**config.mk**
```make
export PLATFORM = sky130hd
export DESIGN_NAME = wb_sequencer_flat
export DESIGN_NICKNAME = d
export VERILOG_FILES = /design/src/rtl/wb_pkg.sv /design/src/rtl/wb_sequencer_if.sv /design/src/rtl/wb_timeout_counter.sv /design/src/rtl/wb_sequencer.sv /design/src/flat_wrapper.sv
export SDC_FILE = /design/constraint.sdc
export NUM_CORES = 1
export LEC_CHECK = 0
export CELL_PAD_IN_SITES_DETAIL_PLACEMENT = 1
export CELL_PAD_IN_SITES_GLOBAL_PLACEMENT = 1
export CORE_MARGIN = 3
export CORE_UTILIZATION = 30
export CTS_CLUSTER_SIZE = 8
export DETAILED_ROUTE_END_ITERATION = 12
export DONT_BUFFER_PORTS = 1
export GPL_TIMING_DRIVEN = 0
export PLACE_DENSITY_LB_ADDON = 0.1
export SLEW_MARGIN = 0
export SYNTH_ARGS = -nofsm -noshare
export SYNTH_HDL_FRONTEND = slang
export SYNTH_SLANG_ARGS = --single-unit
```
**constraint.sdc**
```tcl
create_clock -name clk -period 1.7 [get_ports clk]
set_input_delay 0.085 -clock clk [delete_from_list [all_inputs] [get_ports clk]]
set_output_delay 0.085 -clock clk [all_outputs]
set_load 0.02 [all_outputs]
```
**src/rtl/wb_pkg.sv**
```systemverilog
// Shared types and defaults for the writeback sequencer slice.
package wb_pkg;

   typedef enum logic [1:0] {
      ALU     = 2'b00,
      LOAD    = 2'b01,
      SIGNEXT = 2'b10,
      LINK    = 2'b11
   } wb_class_t;

   typedef enum logic [1:0] {
      IDLE     = 2'b00,
      WAIT_MEM = 2'b01,
      WRITE    = 2'b10
   } wb_state_t;

   localparam int unsigned MEM_TIMEOUT_DEFAULT = 255;

endpackage

```
**src/rtl/wb_sequencer_if.sv**
```systemverilog
// Request, memory-handshake and register-file writeback signals of the sequencer.
interface wb_sequencer_if;

   logic       req_valid;
   logic       req_ready;
   logic [1:0] req_class;
   logic       req_islwlr;
   logic [4:0] req_dest;
   logic       mem_data_valid;
   logic [1:0] select;
   logic       islwlr;
   logic       reg_write_en;
   logic [4:0] reg_write_addr;
   logic       stall;
   logic       mem_err;

   modport master (
      output req_valid, req_class, req_islwlr, req_dest, mem_data_valid,
      input  req_ready, select, islwlr, reg_write_en, reg_write_addr, stall, mem_err
   );

   modport slave (
      input  req_valid, req_class, req_islwlr, req_dest, mem_data_valid,
      output req_ready, select, islwlr, reg_write_en, reg_write_addr, stall, mem_err
   );

endinterface

```
**src/rtl/wb_timeout_counter.sv**
```systemverilog
// Saturating wait counter; expired is high once MEM_TIMEOUT cycles have been counted.
module wb_timeout_counter
   import wb_pkg::*;
#(
   parameter int unsigned MEM_TIMEOUT = MEM_TIMEOUT_DEFAULT
) (
   input  logic clk,
   input  logic reset,
   input  logic clear,
   input  logic enable,
   output logic expired
);

   localparam int unsigned CW = (MEM_TIMEOUT < 1) ? 1 : $clog2(MEM_TIMEOUT + 1);

   logic [CW-1:0] count;

   assign expired = (count == CW'(MEM_TIMEOUT));

   always_ff @(posedge clk) begin
      if (reset || clear) begin
         count <= '0;
      end else if (enable && !expired) begin
         count <= count + 1'b1;
      end
   end

endmodule

```
**src/rtl/wb_sequencer.sv**
```systemverilog
// Writeback sequencer: accepts ALU/LOAD/SIGNEXT/LINK requests and issues one
// register-file write each, waiting for memory data (with timeout) on loads.
module wb_sequencer
   import wb_pkg::*;
#(
   parameter int unsigned MEM_TIMEOUT = MEM_TIMEOUT_DEFAULT
) (
   input logic           clk,
   input logic           reset,
   wb_sequencer_if.slave bus
);

   wb_state_t  state;
   wb_state_t  state_nxt;
   wb_class_t  req_cls;
   wb_class_t  wb_cls;
   logic       wb_islwlr;
   logic [4:0] wb_dest;
   logic       ready;
   logic       stall_o;
   logic       wen;
   logic       accept;
   logic       load_accept;
   logic       in_wait;
   logic       tmo_expired;
   logic       mem_err_q;

   assign req_cls     = wb_class_t'(bus.req_class);
   assign accept      = bus.req_valid && ready;
   assign load_accept = accept && (req_cls == LOAD);
   assign in_wait     = (state == WAIT_MEM);

   wb_timeout_counter #(
      .MEM_TIMEOUT(MEM_TIMEOUT)
   ) u_timeout (
      .clk     (clk),
      .reset   (reset),
      .clear   (load_accept),
      .enable  (in_wait),
      .expired (tmo_expired)
   );

   always_ff @(posedge clk) begin
      if (reset) begin
         state <= IDLE;
      end else begin
         state <= state_nxt;
      end
   end

   // IDLE and WRITE share acceptance so back-to-back requests write every cycle.
   always_comb begin
      state_nxt = state;
      unique case (state)
         IDLE, WRITE: begin
            if (accept) begin
               state_nxt = (req_cls == LOAD) ? WAIT_MEM : WRITE;
            end else begin
               state_nxt = IDLE;
            end
         end
         WAIT_MEM: begin
            if (bus.mem_data_valid) begin
               state_nxt = WRITE;
            end else if (tmo_expired) begin
               state_nxt = IDLE;
            end
         end
         default: state_nxt = IDLE;
      endcase
   end

   always_comb begin
      ready   = 1'b1;
      stall_o = 1'b0;
      wen     = 1'b0;
      unique case (state)
         IDLE: ;
         WAIT_MEM: begin
            ready   = 1'b0;
            stall_o = 1'b1;
         end
         WRITE:    wen = (wb_dest != '0);
         default: ;
      endcase
   end

   always_ff @(posedge clk) begin
      if (reset) begin
         wb_cls    <= ALU;
         wb_islwlr <= 1'b0;
         wb_dest   <= '0;
      end else if (accept) begin
         wb_cls    <= req_cls;
         wb_islwlr <= bus.req_islwlr && (req_cls == LOAD);
         wb_dest   <= bus.req_dest;
      end
   end

   // Data arriving in the expiry cycle wins, so the error only latches without it.
   always_ff @(posedge clk) begin
      if (reset) begin
         mem_err_q <= 1'b0;
      end else if (in_wait && tmo_expired && !bus.mem_data_valid) begin
         mem_err_q <= 1'b1;
      end
   end

   assign bus.req_ready      = ready;
   assign bus.stall          = stall_o;
   assign bus.reg_write_en   = wen;
   assign bus.select         = wb_cls;
   assign bus.islwlr         = wb_islwlr;
   assign bus.reg_write_addr = wb_dest;
   assign bus.mem_err        = mem_err_q;

endmodule

```
**src/flat_wrapper.sv**
```systemverilog
// flat-port wrapper written by rule: the top's interface ports become plain ports
module wb_sequencer_flat import wb_pkg::*;
#(
   parameter int unsigned MEM_TIMEOUT = MEM_TIMEOUT_DEFAULT
)
  (clk, reset, bus_req_valid, bus_req_class, bus_req_islwlr, bus_req_dest, bus_mem_data_valid, bus_req_ready, bus_select, bus_islwlr, bus_reg_write_en, bus_reg_write_addr, bus_stall, bus_mem_err);
  wb_sequencer_if bus_i ();
  input logic clk;
  input logic reset;
  input wire logic [$bits(bus_i.req_valid)-1:0] bus_req_valid;
  input wire logic [$bits(bus_i.req_class)-1:0] bus_req_class;
  input wire logic [$bits(bus_i.req_islwlr)-1:0] bus_req_islwlr;
  input wire logic [$bits(bus_i.req_dest)-1:0] bus_req_dest;
  input wire logic [$bits(bus_i.mem_data_valid)-1:0] bus_mem_data_valid;
  output wire logic [$bits(bus_i.req_ready)-1:0] bus_req_ready;
  output wire logic [$bits(bus_i.select)-1:0] bus_select;
  output wire logic [$bits(bus_i.islwlr)-1:0] bus_islwlr;
  output wire logic [$bits(bus_i.reg_write_en)-1:0] bus_reg_write_en;
  output wire logic [$bits(bus_i.reg_write_addr)-1:0] bus_reg_write_addr;
  output wire logic [$bits(bus_i.stall)-1:0] bus_stall;
  output wire logic [$bits(bus_i.mem_err)-1:0] bus_mem_err;
  assign bus_i.req_valid = bus_req_valid;
  assign bus_i.req_class = bus_req_class;
  assign bus_i.req_islwlr = bus_req_islwlr;
  assign bus_i.req_dest = bus_req_dest;
  assign bus_i.mem_data_valid = bus_mem_data_valid;
  assign bus_req_ready = bus_i.req_ready;
  assign bus_select = bus_i.select;
  assign bus_islwlr = bus_i.islwlr;
  assign bus_reg_write_en = bus_i.reg_write_en;
  assign bus_reg_write_addr = bus_i.reg_write_addr;
  assign bus_stall = bus_i.stall;
  assign bus_mem_err = bus_i.mem_err;
  wb_sequencer #(.MEM_TIMEOUT(MEM_TIMEOUT)) u_core (.clk(clk), .reset(reset), .bus(bus_i));
endmodule
```
==> results.cfg, run 1 <==
[run_status]
status = completed

[cells_and_area]
multiInputGateArea_um2 = 511.7
register_area_um2 = 380.4
design_area_um2 = 1126
layout_common_cells = dfxtp_1 (19), a21oi_1 (13), dlygate4sd3_1 (10)
final_common_cell = dfxtp_1
antenna_cells = 0
drive_above_1_share_pct = 10.92
syn_to_final_growth_pct = 19.68
fill_cells = 353
nNetsFinal = 133
instances_no_fill = 161

[timing]
setup_viol_count_final = 0
maxSlewHeadroom_pct = 62.39
period_minus_slack_ns = 1.623
worstMarginPinSlew_ns = 0.5609
holdWs_ns = 0.007110
clock_skew_ns = 0.009215
tns_ns = 0
rsz0062_at_grt = false
slew_viol_final = 0
fin_crit_sh_pct = 95.46
hold_viol_final = 0
fmax_mhz = 616.2

[floorplan]
rows = 19
die_area_um2 = 3845
core_region_area_um2 = 2877
die_y_um = 62.01
die_width_um = 62.01
start_util_pct = 32.71
io_pins = 24

[worst_setup_path]
cp_num_buf_inv = 0
critPathLaunch = u_core.u_timeout.count[0]$_SDFFE_PP0P_
worst_ep_required_time_ns = 1.90
crit_path_cell_trace = ha_1 -> and2_1 -> a31oi_4 -> mux2_2
cp-endpoint = u_core.u_timeout.count[1]$_SDFFE_PP0P_
cp-end-kind = register
cp_max_fo = 6
max_stage_delay_ns = 0.38
worstSetupPathType = reg -> reg
crit_family = flip-flops
worstReg2RegStart = u_core.u_timeout.count[0]$_SDFFE_PP0P_
arrival_ns = 1.83
r2r_cells = 4
rrSetupSlack_ns = 0.08
start_kind = register
path_depth = 4
r2r-end = u_core.u_timeout.count[1]$_SDFFE_PP0P_
crit_slowest_cell = dfxtp_1

[yosys]
ys_ff_latch = 19
synthTopCellsByArea = dfxtp_1 (40%), a21oi_1 (6.9%), nand3_1 (4.8%)
syn_area_um2 = 940.9
seq_area_frac_synth_pct = 40.43
synth_area_per_cell_um2 = 8.961
synth_top_area_share_pct = 40.43
synth_cells = 105
ys_types = 38
yosysWarnings = 0
syn_nets = 118
synth_area_leader_cell = dfxtp_1

[clock_tree]
htree_levels = 1
numCtsBuffers = 3
root_buffer = clkbuf_4
clkSinkCount = 19
path_clk_slew_ns = 0.13
clock_latency_ns = 0.31
clockBufferDepth = 2
post-cts-setup-buffers = 0
tritoncts = done

[route]
first_pass_iters = 4
wl_met2_um = 1124
wl_met3_um = 109
dr.first_iter.drc_count = 51
vias = 874
top_layer_used = met4
ant_nets = 0
wl_per_cell_um = 16.11
drc = 0
routed_wl_um = 2593
viasPerCell = 5.429
met1_length_um = 1339

[global_routing]
overflow = 0
grt_usage_pct = 14.50
grt_pass1_vias = 846
grt_start_max_net_pins = 12
grt_pass1_wl_um = 4140
antenna_found_initial = 0

[job]
maxCapViolations = 0

[power_and_ir_drop]
p_leak_uw = 0.0003876
pwr_density_cell_nw_per_um2 = 730.5
vdd_drop_max_uv = 358.8
p_total_uw = 822.6

[placement]
place_area_um2 = 993.5
placed_cells = 147
place.gp.congestion = 0.7640
dpl.hpwl_um = 1808
port_buffers = 0

[worst_hold_path]
hold_class = in -> reg
==> power by group <==
part / switching, µW / internal, µW / leakage, µW / total, µW
sequential: 24.9 / 459 / 0.000155 / 484
combinational: 52.3 / 42.9 / 0.000215 / 95.3
clock: 156 / 87.7 / 0.0000177 / 243
total: 233 / 590 / 0.000388 / 823
==> cells in the mapped netlist <==
master	n
or4_1	1
a32o_1	1
nand3b_1	1
a31oi_4	1
nand2b_1	1
a31oi_1	1
inv_4	1
o311ai_0	1
a21oi_1	13
nand3_1	9
nor2_1	3
nor3b_1	2
and3_1	2
nor2b_4	1
and2_1	1
clkbuf_1	3
and3b_1	1
buf_2	2
nand2_1	1
ha_1	1
nor3_1	3
o311a_1	2
a311o_1	1
and4_1	3
inv_1	4
nor2b_1	2
a211oi_1	5
mux2i_1	1
o31ai_2	1
mux2_2	1
nor4_1	1
nand4b_1	1
nand4_1	2
o21ai_0	9
dfxtp_1	19
and4b_1	1
a22oi_1	1
buf_6	1
==> cells by family (layout without fill, tap and decap cells) <==
kind of cell / count (synthesis) / after routing / share of synthesized area [%]
compound gates: 36 / 36 / 25.93
simple gates: 36 / 36 / 24.34
flops: 19 / 19 / 40.43
buf+inv: 11 / 25 / 5.718
mux: 2 / 2 / 2.261
fa+ha+maj: 1 / 1 / 1.330
==> state kept, by name, indices dropped and copies added (netlist names) <==
name and flops:
u_core.u_timeout.count 8, u_core.bus.mem_err 1, u_core.state 2, u_core.bus.reg_write_addr 5, u_core.bus.select 2, u_core.bus.islwlr 1
==> cell type report <==
cell class,count,share of cell area [%]
clock buffers,3,2.000
repair buffers,10,8.889
well taps,42,4.667
flip-flops and latches,19,33.78
inverters,5,1.889
clock inverters,1,0.4444
multi-input cells,75,45.44
plain buffers,6,2.889
==> routing by layer <==
metal | vias to the layer above | GRT usage (%)
met5 | - | 0
met4 | 0 | 5.455
met3 | 2 | 3.099
met2 | 14 | 21.30
met1 | 426 | 20.60
li1 | 432 | -
==> worst min-delay path by stage <==
| stage | startpoint | endpoint | cells past startpoint |
|---|---|---|---|
| final | bus_mem_data_valid | u_core.state[0]$_SDFFE_PP0P_ | 2 |
| after global routing | bus_mem_data_valid | u_core.state[0]$_SDFFE_PP0P_ | 2 |
| after CTS | bus_mem_data_valid | u_core.state[0]$_SDFFE_PP0P_ | 2 |
| after detailed placement | bus_req_class[1] | u_core.bus.select[1]$_SDFFE_PP0N_ | 2 |
| after global placement | bus_req_class[1] | u_core.bus.select[1]$_SDFFE_PP0N_ | 2 |
| after floorplan | bus_req_dest[0] | u_core.bus.reg_write_addr[0]$_SDFFE_PP0N_ | 2 |
==> repair_timing <==
| action | in CTS | in global routing |
|---|---|---|
| endpoints found under the hold margin | 12 | 0 |
| endpoints found under the setup margin | 1 | 0 |
| hold buffers | 10 | 0 |
| resized for setup | 1 | 0 |
==> through the flow <==
stage,setup slack [ns],util [%]
global placement,0.1375,34.54
floorplan,0.2644,-
finish,0.07711,39.15
CTS,0.09632,39.15
detailed placement,0.1351,34.54
global route,0.03146,39.15
(Power assumes the default switching activity.)
==> inputs of run 2 (changes only) <==
- CELL_PAD_IN_SITES_DETAIL_PLACEMENT: 1 -> 0
==> run 2 against run 1 <==
- utilization about the same
- power decreased by 1.7%
- hold slack improved by 0.014 ns
- die area unchanged
- combinational power decreased by 1%
- cell count unchanged
- highest routed layer unchanged
- via count decreased by 1.7%
- clock skew decreased by 0.0082 ns
- largest cell class unchanged
- largest power group unchanged
- non-clock buffer count unchanged
==> results.cfg, run 2 (synthesis gave the netlist of run 1 again) <==
[worst_hold_path]
holdPathStages = 3
hold_end = u_core.bus.islwlr$_SDFFE_PP0N_
min-delay-start = bus_req_class[1]
hold_class = in -> reg

[timing]
maxSlewHeadroom_pct = 62.57
tns_ns = 0
setup_viol_count_final = 0
slew_viol_final = 0
worstMarginPinSlew_ns = 0.5581
rsz0062_at_grt = false
period_minus_slack_ns = 1.584
hold_viol_final = 0
fmax_mhz = 631.4
fin_crit_sh_pct = 93.16
clock_skew_ns = 0.0009829

[route]
wl_met2_um = 1040
vias = 859
wl_met3_um = 126
dr.first_iter.drc_count = 49
routed_wl_um = 2389
viasPerCell = 5.335
ant_nets = 0
top_layer_used = met4
wl_per_cell_um = 14.84
met1_length_um = 1204
drc = 0
first_pass_iters = 4

[worst_setup_path]
critPathLaunch = u_core.u_timeout.count[0]$_SDFFE_PP0P_
crit_slowest_cell = dfxtp_1
start_kind = register
cp_num_buf_inv = 0
rrSetupSlack_ns = 0.12
cp_max_fo = 6
worstReg2RegStart = u_core.u_timeout.count[0]$_SDFFE_PP0P_
worst_ep_required_time_ns = 1.90
arrival_ns = 1.78
cp-end-kind = register
crit_family = flip-flops
r2r-end = u_core.u_timeout.count[1]$_SDFFE_PP0P_
max_stage_delay_ns = 0.36
worstSetupPathType = reg -> reg
crit_path_cell_trace = ha_1 -> and2_1 -> a31oi_4 -> mux2_2
r2r_cells = 4

[clock_tree]
clock_latency_ns = 0.29
clkSinkCount = 19
tritoncts = done
clockBufferDepth = 2
numCtsBuffers = 3
root_buffer = clkbuf_4
path_clk_slew_ns = 0.11
htree_levels = 1

[cells_and_area]
largest_reg_flops = 8
drive_above_1_share_pct = 10.08
nNetsFinal = 133
antenna_cells = 0
instances_no_fill = 161
top_register = u_core.u_timeout.count
layout_common_cells = dfxtp_1 (19), a21oi_1 (13), dlygate4sd3_1 (10)
multiInputGateArea_um2 = 511.7
fill_cells = 319
final_common_cell = dfxtp_1
syn_to_final_growth_pct = 19.55
register_area_um2 = 380.4

[run_status]
status = completed

[power_and_ir_drop]
p_leak_uw = 0.0003848
pwr_density_cell_nw_per_um2 = 718.9
vdd_drop_max_uv = 483.7

[floorplan]
die_area_um2 = 3845
die_y_um = 62.01
die_width_um = 62.01
rows = 19
start_util_pct = 32.71
io_pins = 24
core_region_area_um2 = 2877

[job]
maxCapViolations = 0

[global_routing]
grt_pass1_wl_um = 3795
grt_usage_pct = 13.47
grt_pass1_vias = 794
grt_start_max_net_pins = 11
overflow = 0
antenna_found_initial = 0

[placement]
port_buffers = 0
dpl.hpwl_um = 1693
place.gp.congestion = 0.7640
placed_cells = 147
==> run 2: layer usage <==
layer / up-vias / GRT usage, %
met5: - / 0
met2: 19 / 19.23
met4: 0 / 3.636
met3: 2 / 4.752
li1: 428 / -
met1: 410 / 19.06
==> run 2: what timing repair did <==
item	CTS	global route
hold endpoints to repair	12	0
hold buffers	10	0
gates resized for setup	1	0
endpoints found under the setup margin	1	0
setup buffers	0	0
==> run 2: final cells by class <==
class	instances	area share, %
Inverter	5	1.891
Clock buffer	4	2.336
Buffer	6	2.892
Multi-Input combinational cell	75	45.49
Tap cell	42	4.672
Sequential cell	19	33.82
Timing Repair Buffer	10	8.899
==> run 2: worst max-delay path by stage <==
stage,endpoint,slack [ns],cells past startpoint
after global routing,u_core.u_timeout.count[1]$_SDFFE_PP0P_,0.04,4
after floorplan,u_core.u_timeout.count[1]$_SDFFE_PP0P_,0.26,4
after global placement,u_core.u_timeout.count[1]$_SDFFE_PP0P_,0.14,4
after detailed placement,u_core.u_timeout.count[1]$_SDFFE_PP0P_,0.16,4
final,u_core.u_timeout.count[1]$_SDFFE_PP0P_,0.12,4
after CTS,u_core.u_timeout.count[1]$_SDFFE_PP0P_,0.13,4
==> run 2: worst min-delay path, stage by stage <==
cell and delay, ns:
nor2b_1 0.04, nand4_1 0.08, a21oi_1 0.06
==> run 2: through the flow <==
| step | cell area (µm²) | total power [µW] | hold WS [ns] | utilization, % | setup WS (ns) |
|---|---|---|---|---|---|
| global placement | 993.5 | 566.3 | 0.2359 | 34.54 | 0.1375 |
| detailed placement | 993.5 | 567.3 | 0.2397 | 34.54 | 0.1561 |
| finish | 1125 | 808.6 | 0.02125 | 39.10 | 0.1163 |
| floorplan | 940.9 | 549.0 | 0.2327 | - | 0.2644 |
| CTS | 1125 | 825.8 | 0.005165 | 39.10 | 0.1254 |
| global route | 1125 | 866.1 | 0.01641 | 39.10 | 0.04267 |
==> run 2: power by group <==
group / internal, µW / leakage (µW) / switching, µW / total, µW
Clock: 91.3 / 0.0000150 / 140 / 231
Sequential: 459 / 0.000155 / 24.7 / 483
Combinational: 42.8 / 0.000215 / 51.2 / 94.0
==> inputs of run 3 (changes only) <==
- TNS_END_PERCENT: unset -> 5
- clock period: 1.7 -> 1.6 ns (I/O delays scaled with it)
==> run 3 against run 2 <==
- routed wire length is 0.59% higher
- design area is 0.44% higher
- largest cell class unchanged
- register-to-register slack worse by 0.04 ns
- highest routed layer unchanged
- via count is 1.4% higher
- combinational power is 6.3% higher
- sequential share of layout area is 0.072 points higher
- flip-flop and latch count stayed put
- first-iteration DRC count is 37% lower
- critical path type is now reg -> out
- clock skew is 0.0030 ns higher
==> results.cfg, run 3 (synthesis gave the netlist of run 1 again) <==
[floorplan]
die_width_um = 62.01
io_pins = 24
die_area_um2 = 3845
rows = 19
start_util_pct = 32.71
die_y_um = 62.01
core_region_area_um2 = 2877

[placement]
port_buffers = 0
dpl.hpwl_um = 1693
place_area_um2 = 993.5
pre_cts_slack_ns = 0.05606
place.gp.congestion = 0.7640

[worst_setup_path]
cp_num_buf_inv = 0
worstSetupPathType = reg -> out
cp_max_fo = 3
cp-end-kind = output pin
worst_ep_required_time_ns = 1.52
crit_slowest_cell = or4_1
crit_family = simple AND/OR/NAND/NOR gates
crit_path_cell_trace = or4_1 -> nor2_1 -> nor3b_2
start_kind = register
arrival_ns = 1.44
rrSetupSlack_ns = 0.08
max_stage_delay_ns = 0.53

[timing]
hold_viol_final = 0
slew_viol_final = 0
setup_viol_count_final = 0
maxSlewHeadroom_pct = 62.76
setup_slack_ns = 0.07969
period_minus_slack_ns = 1.520
fmax_mhz = 657.8
tns_ns = 0
fin_crit_sh_pct = 95.02
clock_skew_ns = 0.004012
rsz0062_at_grt = false
worstMarginPinSlew_ns = 0.5553

[clock_tree]
clockBufferDepth = 2
htree_levels = 1
tritoncts = done
root_buffer = clkbuf_4
path_clk_slew_ns = 0.11
numCtsBuffers = 3
clock_latency_ns = 0.30
clkSinkCount = 19

[global_routing]
overflow = 0
grt_start_max_net_pins = 11
grt_usage_pct = 13.47
grt_pass1_wl_um = 3795
antenna_found_initial = 0
grt_pass1_vias = 794

[power_and_ir_drop]
p_total_uw = 862.0
vdd_drop_max_uv = 519.3
p_leak_uw = 0.0003825
pwr_density_cell_nw_per_um2 = 762.9

[cells_and_area]
fill_cells = 318
multiInputGateArea_um2 = 514.2
nNetsFinal = 133
layout_common_cells = dfxtp_1 (17), a21oi_1 (13), dlygate4sd3_1 (10)
drive_above_1_share_pct = 12.61
syn_to_final_growth_pct = 20.08
fin_util_pct = 39.28
top_register = u_core.u_timeout.count
largest_reg_flops = 8
antenna_cells = 0
design_area_um2 = 1130
register_area_um2 = 382.9
final_common_cell = dfxtp_1

[route]
routed_wl_um = 2403
ant_nets = 0
wl_per_cell_um = 14.93
first_pass_iters = 5
drc = 0
vias = 871
dr.first_iter.drc_count = 31
viasPerCell = 5.410

[job]
maxCapViolations = 0

[run_status]
status = completed

[worst_hold_path]
hold_class = in -> reg
-- run 3: repair_timing --
item | 4_1_cts | 5_1_grt
setup endpoints to repair | 1 | 2
hold endpoints to repair | 12 | 0
hold buffers | 10 | 0
resized for setup | 1 | 3
buffers inserted | 0 | 0
pin swaps | 0 | 0
-- run 3: cell type report --
class                      count  area share [%]
buffer                         6           2.879
clock buffer                   4           2.326
inverter                       5           1.883
multi-input combinational     75           45.52
sequential                    19           33.89
tap                           42           4.651
timing repair buffer          10           8.859
-- run 3: path summary, 6_finish.rpt --
| path | to | cells past startpoint | startpoint |
|---|---|---|---|
| setup reg to reg | u_core.u_timeout.count[1]$_SDFFE_PP0P_ | 4 | u_core.u_timeout.count[0]$_SDFFE_PP0P_ |
| hold reg to reg | u_core.u_timeout.count[7]$_SDFFE_PP0P_ | 1 | u_core.u_timeout.count[7]$_SDFFE_PP0P_ |
| hold / removal | u_core.state[0]$_SDFFE_PP0P_ | 2 | bus_mem_data_valid |
| setup / recovery | bus_reg_write_en | 3 | u_core.bus.reg_write_addr[2]$_SDFFE_PP0N_ |
-- run 3: stage by stage --
| stage | cells | hold WS (ns) |
|---|---|---|
| global placement | 147 | 0.2309 |
| detailed placement | 147 | 0.2347 |
| CTS | 161 | 0.0001650 |
| global route | 161 | 0.01141 |
| finish | 161 | 0.01253 |
| floorplan | 105 | 0.2277 |
-- run 3: per-layer routing --
layer	GRT usage [%]	share of wire, %
met5	0	0
met4	3.636	0.75
met3	4.752	7.0
met2	19.23	43
met1	19.06	49
-- run 3: report_power, final --
part | switching [µW] | internal (µW) | total [µW] | leakage [µW]
logic | 54.3 | 45.6 | 99.9 | 0.000212
clock network | 151 | 97.0 | 248 | 0.0000150
registers | 26.2 | 488 | 514 | 0.000155
total | 231 | 631 | 862 | 0.000382
